<file path="src/rtl/alu_operand_loader.sv">
// Collects opcode/A/B bytes from the 8-bit pin bus and presents full-width operands to the ALU.
// Holds the operands through the settle window, then captures the result into a chainable accumulator.
module alu_operand_loader #(
  parameter int ALU_LAT = 0,
  parameter int TIMEOUT = 255
) (
  input  logic       clk,
  input  logic       rst,
  input  logic       ena,
  input  logic [7:0] din,
  input  logic       load,
  input  logic [7:0] alu_result,
  input  logic       alu_cout,
  output logic [7:0] alu_a,
  output logic [7:0] alu_b,
  output logic [2:0] alu_sel,
  output logic       issue,
  output logic       busy,
  output logic [7:0] acc,
  output logic       acc_cout,
  output logic       res_valid,
  output logic       err
);

  typedef enum logic [1:0] {IDLE, GET_A, GET_B, ISSUE} state_t;

  localparam logic [3:0] LAT     = 4'(ALU_LAT);
  localparam logic [7:0] TO_LAST = 8'(TIMEOUT - 1);

  state_t     state, state_nxt;
  logic [3:0] wait_cnt;
  logic [7:0] idle_cnt;
  logic       collecting;
  logic       timeout;
  logic       last_issue;

  assign collecting = (state == GET_A) || (state == GET_B);
  assign timeout    = collecting && ena && !load && (idle_cnt == TO_LAST);
  assign last_issue = (state == ISSUE) && (wait_cnt == 4'd0);

  always_ff @(posedge clk or posedge rst) begin
    if (rst) begin
      state <= IDLE;
    end else begin
      state <= state_nxt;
    end
  end

  always_comb begin
    state_nxt = state;
    if (ena) begin
      case (state)
        IDLE:    if (load) state_nxt = din[0] ? GET_B : GET_A;
        GET_A:   if (load) state_nxt = GET_B;
                 else if (timeout) state_nxt = IDLE;
        GET_B:   if (load) state_nxt = ISSUE;
                 else if (timeout) state_nxt = IDLE;
        ISSUE:   if (last_issue) state_nxt = IDLE;
        default: state_nxt = IDLE;
      endcase
    end
  end

  // The settle counter starts at LAT, so it still equals LAT only in the first ISSUE cycle.
  always_comb begin
    issue = (state == ISSUE) && (wait_cnt == LAT);
    busy  = (state != IDLE);
  end

  always_ff @(posedge clk or posedge rst) begin
    if (rst) begin
      alu_a     <= 8'd0;
      alu_b     <= 8'd0;
      alu_sel   <= 3'd0;
      acc       <= 8'd0;
      acc_cout  <= 1'b0;
      res_valid <= 1'b0;
      err       <= 1'b0;
      wait_cnt  <= 4'd0;
      idle_cnt  <= 8'd0;
    end else if (ena) begin
      res_valid <= 1'b0;
      case (state)
        IDLE: begin
          idle_cnt <= 8'd0;
          if (load) begin
            alu_sel <= din[7:5];
            if (din[0]) alu_a <= acc;
          end
        end
        GET_A, GET_B: begin
          if (load || timeout) idle_cnt <= 8'd0;
          else                 idle_cnt <= idle_cnt + 8'd1;
          if (timeout) err <= 1'b1;
          if (load && state == GET_A) alu_a <= din;
          if (load && state == GET_B) begin
            alu_b    <= din;
            wait_cnt <= LAT;
          end
        end
        ISSUE: begin
          if (load) err <= 1'b1;
          if (last_issue) begin
            acc       <= alu_result;
            acc_cout  <= alu_cout;
            res_valid <= 1'b1;
          end else begin
            wait_cnt <= wait_cnt - 4'd1;
          end
        end
        default: ;
      endcase
    end
  end

endmodule

</file>
<file path="config.mk">
export PLATFORM = sky130hd
export DESIGN_NAME = alu_operand_loader
export DESIGN_NICKNAME = d
export VERILOG_FILES = /design/src/rtl/alu_operand_loader.sv
export SDC_FILE = /design/constraint.sdc
export NUM_CORES = 1
export LEC_CHECK = 0
export CAP_MARGIN = 30
export CORE_MARGIN = 2
export CORE_UTILIZATION = 49
export CTS_BUF_LIST = sky130_fd_sc_hd__clkbuf_4 sky130_fd_sc_hd__clkbuf_8 sky130_fd_sc_hd__clkbuf_16
export DETAILED_ROUTE_END_ITERATION = 8
export PLACE_DENSITY = 0.86
export SETUP_SLACK_MARGIN = 0.05
export SLEW_MARGIN = 5
export SYNTH_ARGS = -nofsm -noshare
export SYNTH_HDL_FRONTEND = slang
export SYNTH_SLANG_ARGS = --single-unit
export TNS_END_PERCENT = 10
</file>
<file path="constraint.sdc">
create_clock -name clk -period 2.09 [get_ports clk]
set_input_delay 0.3135 -clock clk [delete_from_list [all_inputs] [get_ports clk]]
set_output_delay 0.3135 -clock clk [all_outputs]
set_load 0.005 [all_outputs]
</file>
* Word-level counts from Yosys, hierarchy flattened
Cells that the tools add are included.
** Operators by class
- $add $sub $neg :: 2
- Equality and inequality tests :: 12
- Multiplexer cells :: 21
- Reduce and logical (&&, ||, !) cells :: 23
** Operators by type and width (count)
- $mux 8 :: 4
- $pmux 8 s2 :: 2
- $ne 2x2->1 const B :: 8
- $mux 2 :: 6
- $reduce_and 3->1 :: 4
- $add 8x1->8 const B :: 1
- $eq 8x8->1 const B :: 1
- $mux 4 :: 2
- $pmux 2 s4 :: 1
- $pmux 4 s2 :: 1
- $reduce_and 4->1 :: 2
- $logic_and 1x1->1 :: 6
- $reduce_bool 2->1 :: 3
- $reduce_and 5->1 :: 1
- $eq 2x2->1 const B :: 2
- $logic_not 4->1 :: 1
- $mux 1 :: 4
- $sub 4x1->4 const B :: 1
- $eq 2x1->1 const B :: 1
- $logic_not 2->1 :: 1
- $logic_or 1x1->1 :: 2
- $pmux 1 s2 :: 1
- $reduce_and 2->1 :: 1
- $reduce_or 2->1 :: 1
- $logic_not 1->1 :: 1
** Word-level totals
- Flip-flop bits (word level) :: 44
- Output and inout port bits :: 32

* Logic depth before layout (Yosys ltp)
Gate-level depths: netlist (run 1).
- Word-level depth :: 8
- Depth in mapped cells :: 7

* Least setup slack after synthesis (run 1)
No wires, ideal clock.
- Kind :: register to register
- Start point :: register state[0]
- End point :: register alu_b[1]
- Setup time :: 125 ps
- Arrival :: 1627 ps
- Setup slack :: 338 ps
- Cell stages (with the launch flop) :: 6
- Path buffers :: 1
- Period minus slack after synthesis :: 1752 ps
- Cells stage by stage :: dfrtp_1 inv_1 ha_1 buf_2 nand4_1 mux2_2
** On the way
- Cells in the longest elaborated chain, start to end :: 3
** RTL lines
- from (decl) :: line 30 : state_t state, state_nxt;
- from (signal assigned) :: line 45 : state <= state_nxt;
- $eq 2x1->1 / $eq 2x2->1 (equally long branches) :: line 83, 96
- $reduce_or 2->1 / $logic_and 1x1->1 (equally long branches) :: line 83, 96
- $reduce_and 3->1 (no line) (*)
- to (signal assigned) :: line 97 : alu_b <= din;
- to (decl) :: line 15 : output logic [7:0] alu_b,
Every way passes the cells marked *; elsewhere a longest branch is shown, timed or not.
A chain may end at the register's enable or synchronous reset.

* Worst setup path in the final report (run 1)
- Start point :: register state[1]
- End point :: output port busy
** On the way
- Cells in the longest elaborated chain, start to end :: 1
** RTL lines
- $reduce_bool 2->1 :: line 67 : busy = (state != IDLE);
- to (decl) :: line 18 : output logic busy,
Every way passes these cells.

==> flow_summary.yaml, run 1 <==
die:
  dieArea_mm2: 0.00498
  dieHeight_um: 70.6
  die_w_um: 70.6
  num_rows: 24
  start_util_pct: 50.3
  ios: 53
  fp.coreArea_mm2: 0.00432
worst_setup_path:
  cp_common_cell: "inv_1"
  rr_worst_depth: 6
  cp.required_ns: 1.78
  setup.worst_path.class: "reg -> out"
  slowest_delay_ns: 0.44
  crit_chain: "inv_1 > ha_2 > inv_1 > clkdlybuf4s50_1"
  cp.arrival_ns: 1.61
  critical_path.max_fanout: 4
  endpoint_kind: "primary output"
  setup.worst_path.start_class: "register"
  critPathSlowestCell: "clkdlybuf4s50_1"
synthesis:
  synth_edf_count: 0
  synth_top_area_share_pct: 50.7
  synth_top_family_by_area: "multiplexers"
  yosys.area_share.simple_pct: 13.3
  synth_seq_cells: 44
  synth_top_area_cell: "dfrtp_1"
  syn_avg_cell_area_um2: 11.7
  ys_dominant_reg_cell: "dfrtp_1"
  seq_area_frac_synth_pct: 50.7
  synth-compound-area-share_pct: 10.3
  synth.distinct_cells: 44
  synth_nets: 216
  synth_cells: 186
  async_flop_share_pct: 100
  synth_xor_area_share_pct: 2.42
  synth.mux.area_fraction_pct: 14.5
  yosysWarnings: 0
  yosys-top-cells-area: "dfrtp_1 (51%), mux2_2 (9.8%), ha_1 (5.2%)"
  synth_area_mm2: 0.00217
  synthAdderAreaFrac_pct: 5.18
global_route:
  grt_usage_pct: 19.9
  gr-total-overflow: 0
  grt_pass1_vias: 1688
  grt_max_degree: 45
  grt_pass1_wl_mm: 7.90
  antenna_found_initial: 0
detailed_routing:
  vias_per_cell: 5.32
  firstDrtPassIters: 4
  dr_wl_met2_mm: 2.23
  wl_mm: 4.60
  wl_per_cell_um: 14.9
  top_layer: "met4"
  met1_length_mm: 1.91
  drtAntennaViolNets: 0
  met3WireLength_um: 412
  drc: 0
  vias: 1644
  drt_iter0_markers: 81
power:
  combPwrFrac_pct: 50.2
  switchingPower_mw: 1.36
  leakagePower_nw: 1.34
  power.total_mw: 4.14
  p_per_area_mw_per_mm2: 1400
  max-vdd-ir-drop_mv: 0.938
  switching_share_pct: 32.8
  intPower_mw: 2.78
  pwr-share-clk_pct: 15.7
  p_seq_share_pct: 34.1
layout:
  drive_gt1_share_pct: 23.0
  design_area_mm2: 0.00296
  area_growth_pct: 36.1
  layout_commonest_cell: "clkdlybuf4s50_1"
  fill_cells: 324
  nNetsFinal: 286
  final_cell_mix: "clkdlybuf4s50_1 (51), dfrtp_1 (44), nor2_1 (19), mux2_2 (19), buf_4 (15)"
  num_antenna_cells: 0
cts:
  cts_tree: "built"
  ctsHoldBuffers: 0
  cts-root-buf: "clkbuf_8"
  clk_pin_slew_ns: 0.08
  cts.htree.levels: 2
  cts_buffer_depth: 2
  clock_latency_ns: 0.30
  cts_sinks: 44
  cts_made_buffers: 5
run:
  cap_viol_max_count: 0
timing:
  min_period_ns: 1.93
  hold_violations: 0
  tightest_slew_ns: 0.548
  setup_viol: 0
  slew_headroom_pct: 63.5
  setup_ws_ns: 0.162
  max_freq_ghz: 0.519
  final.setup.tns_ns: 0
  fin_crit_sh_pct: 92.2
  skew_ns: 0.00266
  holdWs_ns: 0.456
  rsz0062_at_grt: "yes"
  drv_slew: 0
placement:
  gp_congestion: 0.872
  pre_cts_ws_ns: 0.154
  dpl-instance-area_mm2: 0.00278
  hpwl_mm: 3.24
  io_buffers: 52
hold_path:
  hold_class: "in -> async"
run_status:
  status: "finished clean"
-- layer usage --
metal,vias to the layer above,global-route usage [%]
li1,796,-
met1,791,25.5
met2,52,31.6
met3,5,8.40
met4,0,5.45
met5,-,0
-- power groups by stage --
stage / logic (mW) / registers [mW] / clock network [mW]
6_report: 2.08 / 1.41 / 0.648
5_1_grt: 2.27 / 1.46 / 0.693
4_1_cts: 2.04 / 1.42 / 0.655
3_5_place_dp: 1.93 / 1.43 / 0
3_3_place_gp: 1.89 / 1.42 / 0
2_1_floorplan: 1.03 / 1.43 / 0
-- final timing paths --
check	startpoint	slack (ns)	to
worst max-delay path	state[1]$_DFFE_PP0P_	0.16	busy
worst min-delay path	rst	0.46	res_valid$_DFFE_PP0P_
max in group asynchronous	rst	1.26	state[0]$_DFFE_PP0P_
worst min register to register	err$_DFFE_PP0P_	0.48	err$_DFFE_PP0P_
min in group clk	err$_DFFE_PP0P_	0.48	err$_DFFE_PP0P_
worst max register to register	state[0]$_DFFE_PP0P_	0.22	acc[4]$_DFFE_PP0P_
-- timing repair --
action | in CTS | in global routing
buffers inserted | 5 | 2
gates resized for setup | 5 | 1
endpoints found under the setup margin | 1 | 2
pin swaps | 0 | 0
-- cells in the mapped netlist, types with 3 or more instances --
cell / instances
a21oi_1: 9
a21oi_2: 3
and2_1: 3
dfrtp_1: 44
ha_1: 9
inv_1: 12
mux2_2: 19
mux2i_1: 10
nand2_1: 4
nand3_1: 3
nand4_1: 3
nor2_1: 19
nor2b_1: 5
o21ai_0: 4
xnor2_1: 4
-- kinds of logic after synthesis --
family	after synthesis
compound gates	30
mux	29
buf+inv	16
xor+xnor	6
flops	44
simple gates	52
fa+ha+maj	9
-- state kept, by name, indices dropped and copies added, names as in the netlist --
signal,flops
acc,8
acc_cout,1
state,2
err,1
res_valid,1
alu_sel,3
alu_a,8
idle_cnt,8
wait_cnt,4
alu_b,8
-- stage by stage --
step | std cells | utilization, %
2_1_floorplan | 186 | -
3_3_place_gp | 294 | 64.4
3_5_place_dp | 294 | 64.4
4_1_cts | 307 | 68.0
5_1_grt | 309 | 68.4
6_report | 309 | 68.4
-- layout make-up --
class / instances / area, um2 / share of cell area [%]
sequential: 44 / 1100 / 37.2
clock buffer: 5 / 68.8 / 2.33
tap: 52 / 65.1 / 2.20
multi-input combinational: 126 / 1000 / 33.9
inverter: 12 / 45.0 / 1.52
timing repair buffer: 67 / 632 / 21.4
clock inverter: 3 / 42.5 / 1.44
-- worst max-delay path, delay by kind of cell, from the launching register on --
family / cells / cell delay, ns
buffers and inverters: 3 / 0.65
DFF: 1 / 0.41
adders and majority gates: 1 / 0.25
No activity file was read; power rests on OpenSTA's default activity.
==> inputs of run 2 (changes only) <==
--- a/config.mk
+++ b/config.mk
@@ -5,10 +5,10 @@
 export SDC_FILE = /design/constraint.sdc
 export NUM_CORES = 1
 export LEC_CHECK = 0
-export CAP_MARGIN = 30
 export CORE_MARGIN = 2
 export CORE_UTILIZATION = 49
 export CTS_BUF_LIST = sky130_fd_sc_hd__clkbuf_4 sky130_fd_sc_hd__clkbuf_8 sky130_fd_sc_hd__clkbuf_16
+export CTS_CLUSTER_SIZE = 14
 export DETAILED_ROUTE_END_ITERATION = 8
 export PLACE_DENSITY = 0.86
 export SETUP_SLACK_MARGIN = 0.05
==> results of run 2 <==
Final layout, timing and power as in run 1 (identical DEF).
